[config.mk]
export PLATFORM = sky130hd
export DESIGN_NAME = irq_timer
export DESIGN_NICKNAME = d
export VERILOG_FILES = /design/src/rtl/irq_timer.sv
export SDC_FILE = /design/constraint.sdc
export NUM_CORES = 1
export LEC_CHECK = 0
export CORE_ASPECT_RATIO = 0.75
export CORE_MARGIN = 5
export CORE_UTILIZATION = 24
export DETAILED_ROUTE_END_ITERATION = 7
export PLACE_DENSITY_LB_ADDON = 0.1
export SYNTH_ARGS = -nofsm -noshare
export SYNTH_HDL_FRONTEND = slang
export SYNTH_SLANG_ARGS = --single-unit
export TNS_END_PERCENT = 20
[constraint.sdc]
create_clock -name i_clk -period 2.9 [get_ports i_clk]
set_clock_uncertainty 0.05 [all_clocks]
set_input_delay 0.87 -clock i_clk [delete_from_list [all_inputs] [get_ports i_clk]]
set_output_delay 0.87 -clock i_clk [all_outputs]
set_load 0.02 [all_outputs]
[src/rtl/irq_timer.sv]
// irq_timer: 16-bit prescaled down-counting timer (one-shot or periodic) with
// MMIO register access and a level interrupt equal to EXP & IE.
module irq_timer #(
   parameter int P_PRESC_W = 8
) (
   input  logic        i_clk,
   input  logic        i_rst,
   input  logic        i_sel,
   input  logic        i_we,
   input  logic        i_re,
   input  logic [2:0]  i_addr,
   input  logic [15:0] i_wdata,
   output logic [15:0] o_rdata,
   output logic        o_rdy,
   output logic        o_irq
);
   logic                 r_en, r_per, r_ie, r_exp, r_ovr;
   logic [15:0]          r_reload, r_count, r_rdata;
   logic [P_PRESC_W-1:0] r_presc, r_pcnt;
   logic                 w_wr, w_rd, w_ctrl_wr, w_stat_wr, w_load, w_tick, w_expire, w_en_nxt, w_hold;
   logic [15:0]          w_rdata;

   assign w_wr      = i_sel & i_we;
   assign w_rd      = i_sel & i_re;
   assign w_ctrl_wr = w_wr & (i_addr == 3'b000);
   assign w_stat_wr = w_wr & (i_addr == 3'b110);
   assign w_load    = w_ctrl_wr & i_wdata[0] & (~r_en | i_wdata[3]);
   assign w_hold    = w_ctrl_wr & ~i_wdata[0];
   assign w_tick    = r_en & (r_pcnt == r_presc);
   assign w_expire  = w_tick & (r_count == 16'd0);
   // a CTRL write overrides the one-shot auto-disable on the same edge
   assign w_en_nxt  = w_ctrl_wr ? i_wdata[0] : r_en & ~(w_expire & ~r_per);
   assign o_rdy     = i_sel;
   assign o_irq     = r_exp & r_ie;
   assign o_rdata   = r_rdata;

   always_comb begin
      w_rdata = 16'h0000;
      case (i_addr)
         3'b000:  w_rdata = {13'd0, r_ie, r_per, r_en};
         3'b001:  w_rdata = r_count;
         3'b010:  w_rdata = r_reload;
         3'b100:  w_rdata = 16'(r_presc);
         3'b110:  w_rdata = {14'd0, r_ovr, r_exp};
         default: w_rdata = 16'h0000;
      endcase
   end

   always_ff @(posedge i_clk) begin
      if (i_rst) begin
         r_en     <= 1'b0;
         r_per    <= 1'b0;
         r_ie     <= 1'b0;
         r_reload <= 16'hFFFF;
         r_presc  <= '0;
         r_count  <= 16'd0;
         r_pcnt   <= '0;
         r_exp    <= 1'b0;
         r_ovr    <= 1'b0;
         r_rdata  <= 16'h0000;
      end else begin
         r_en <= w_en_nxt;
         if (w_ctrl_wr) begin
            r_per <= i_wdata[1];
            r_ie  <= i_wdata[2];
         end
         if (w_wr && i_addr == 3'b010) r_reload <= i_wdata;
         if (w_wr && i_addr == 3'b100) r_presc <= i_wdata[P_PRESC_W-1:0];
         if (w_load) r_count <= r_reload;
         else if (w_tick && !w_hold)
            r_count <= (r_count != 16'd0) ? r_count - 16'd1 : (r_per ? r_reload : r_count);
         r_pcnt  <= (w_load | ~w_en_nxt | w_tick) ? '0 : r_pcnt + 1'b1;
         // a same-edge expiry beats a W1C clear
         r_exp   <= (r_exp & ~(w_stat_wr & i_wdata[0])) | w_expire;
         r_ovr   <= (r_ovr & ~(w_stat_wr & i_wdata[1])) | (w_expire & r_exp);
         r_rdata <= w_rd ? w_rdata : 16'h0000;
      end
   end
endmodule

==> results by group <==
Global route
  – GRT overflow: 0
  – All-Layer GR Usage: 12.8%
  – Vias in the first global route: 3045
  – First-pass GRT wire length: 16800 um
  – Antenna violations before repair: 0
  – Pin count of the biggest net entering global routing: 26

Final layout
  – Share of cells above drive strength 1: 13.4%
  – Register Area: 1380 um2
  – Area Overhead vs Synth: 32.0%
  – Area of the multi-input gates: 1890 um2
  – Filler cell count: 1472
  – Commonest non-fill, non-tap cell in the layout: dfxtp_1
  – Post-route core utilization: 32.4%
  – Total Nets Final: 478
  – Ant diodes: 0
  – Most frequent cells in the layout: 69 x dfxtp_1, 56 x nor2_1, 40 x clkdlybuf4s50_1

Setup path
  – Delay-heaviest family, CP: buffers and inverters
  – CP Buf/Inv Count: 2
  – Req. time, crit path: 1.98 ns
  – Arrival @ worst endpoint: 1.71 ns
  – Max FO, Critical Path: 3
  – CP endpoint kind: output port
  – Crit Path Class: in -> out
  – CP Cell Sequence: clkdlybuf4s50_1, dlygate4sd2_1
  – Max incr delay on CP: 0.49 ns
  – Slowest CP cell: clkdlybuf4s50_1
  – Setup crit start kind: input port

STA
  – Final hold vios: 0
  – Final slew viol count: 0
  – RSZ-0062 raised after global routing: no
  – FMAX: 380 MHz
  – Slew HR: 68.1%
  – Tmin final: 2.63 ns
  – Worst-Margin Slew: 0.478 ns
  – Final WS setup: 0.271 ns
  – Fin crit share: 90.6%
  – Final Setup Violations: 0

Synth
  – Synth Register Bits: 69
  – Number of synthesized flops with an enable pin: 0
  – Post-synth top area cell: dfxtp_1
  – Main synth FF type: dfxtp_1
  – Syn Std Cell Area: 3390 um2
  – Yosys warning count: 0
  – Cells after Synth: 389
  – Yosys cell types: 55
  – Syn_nets: 416
  – Area contributors post-synth: dfxtp_1 41%, nor2_1 6.2%, mux2i_1 5.3%, a21oi_1 4.4%, a211o_1 4.4%
  – Synth async-reset ratio: 0%
  – Avg Synthesized Cell Area: 8.72 um2
  – Post-synthesis sequential area ratio: 40.7%
  – Yosys top cell area share: 40.7%

Detailed routing
  – DR vias/cell: 4.73
  – DRC violation count after routing: 0
  – Final ANT Viol Nets: 0
  – Post-Route WL: 10100 um
  – Violation count after the first detailed-route iteration: 197
  – Via count: 2979
  – Drt pass-1 iters: 4
  – DR WL/cell: 16.0 um

Clock network
  – Clk Latency, worst-skew pair: 0.33 ns
  – CTS Sinks: 69
  – CTS H-tree lvls: 3
  – Setup Fix Bufs, Post-CTS: 0
  – CTS tree: built
  – CTS clk-pin slew, worst paths: 0.05 ns
  – CTS max path bufs: 2
  – CTS buffer count: 9
  – CTS Root Cell: clkbuf_16

Placed design
  – DPL Wire Length: 7770 um
  – Port bufs: 41
  – Routability Congestion: 0.802
  – Dpl ws: -0.00709 ns

Power and ir drop
  – Sequential fraction of design power: 40.4%
  – Max VDD drop: 0.000238 V
  – Internal power: 1.82 mW
  – PwrDens: 542 nW/um2
  – Switching power: 0.608 mW
  – Pleak: 1.69 nW
  – Clock power frac: 46.0%
  – Logic pwr share: 13.6%
  – Sw Ratio: 25.1%

Floorplanning
  – Starting Density: 24.6%
  – Die area: 16600 um2
  – Die Ht: 113 um
  – I/O Pins: 42
  – Num rows: 37
  – Area of the core: 13800 um2
  – Die Wd: 147 um

Flow run
  – Max-cap violations: 0

Outcome
  – Status: finished clean

Min path
  – Worst hold path class: reg -> reg
## worst paths after layout
path | start | to | slack [ns] | depth (start not counted)
setup reg to reg | r_count[0] | r_count[12] | 0.79 | 8
hold reg to reg | r_pcnt[0] | r_pcnt[0] | 0.47 | 1
setup / recovery | i_sel | o_rdy | 0.27 | 2
hold / removal | r_pcnt[0] | r_pcnt[0] | 0.47 | 1
## layout make-up
type | instances | share of cell area (%)
multi-input cells | 293 | 42.3
flip-flops and latches | 69 | 30.9
repair buffers | 73 | 14.8
clock buffers | 11 | 5.65
well taps | 175 | 4.89
clock inverters | 4 | 1.06
inverters | 5 | 0.419
## cells in the mapped netlist, types with 5 or more instances
cell type / instances
nand3_1: 9
xor2_1: 12
mux2i_1: 18
nor2b_1: 20
nor2_1: 56
o211ai_1: 5
clkbuf_1: 12
nand2b_1: 5
inv_1: 5
nand2_1: 20
o21ai_1: 6
a211o_1: 17
nor3_1: 10
a21oi_1: 30
dfxtp_1: 69
a22oi_1: 15
buf_2: 7
o22ai_1: 8
## per-layer routing
metal  vias up  share of wire (%)  GRT usage, %
li1       1521                  -             -
met1      1388                 56          19.5
met2        58                 38          17.2
met3        12                4.4          3.52
met4         0                1.4          3.85
met5         -                  0             0
## state kept, by name (all words and copies together) (netlist names)
| name | cells |
|---|---|
| r_count | 16 |
| r_exp | 1 |
| r_ie | 1 |
| r_presc | 8 |
| r_reload | 16 |
| r_per | 1 |
| r_en | 1 |
| r_ovr | 1 |
| r_pcnt | 8 |
| o_rdata | 16 |
## cells by family after synthesis
family | after synthesis | share of synthesized area, %
simple gates | 162 | 26.5
compound gates | 96 | 19.2
flops | 69 | 40.7
buf+inv | 27 | 3.58
mux | 18 | 5.31
xor+xnor | 14 | 3.62
fa+ha+maj | 3 | 1.11
## power groups by stage
stage	Sequential [mW]	Clock [mW]	Combinational (mW)
global placement	0.999	0	0.332
CTS	0.978	1.15	0.331
floorplan	0.995	0	0.207
finish	0.978	1.11	0.330
global route	0.980	1.19	0.368
detailed placement	0.999	0	0.330
## metrics by stage
step / hold WS, ns / TNS [ns] / cell area [um2] / power [mW] / std cells
3_5_place_dp: 0.454 / -0.00709 / 4180 / 1.33 / 615
3_3_place_gp: 0.457 / -0.0104 / 4180 / 1.33 / 615
5_1_grt: 0.496 / 0 / 4470 / 2.54 / 630
6_report: 0.468 / 0 / 4470 / 2.42 / 630
4_1_cts: 0.468 / 0 / 4470 / 2.46 / 630
2_1_floorplan: 0.401 / 0 / 3390 / 1.20 / 389
## timing repair
item | in CTS | in global routing
gates resized for setup | 1 | 0
setup endpoints to repair | 1 | 0
hold buffers | 0 | 0
Power figures use the tool's default switching activity.
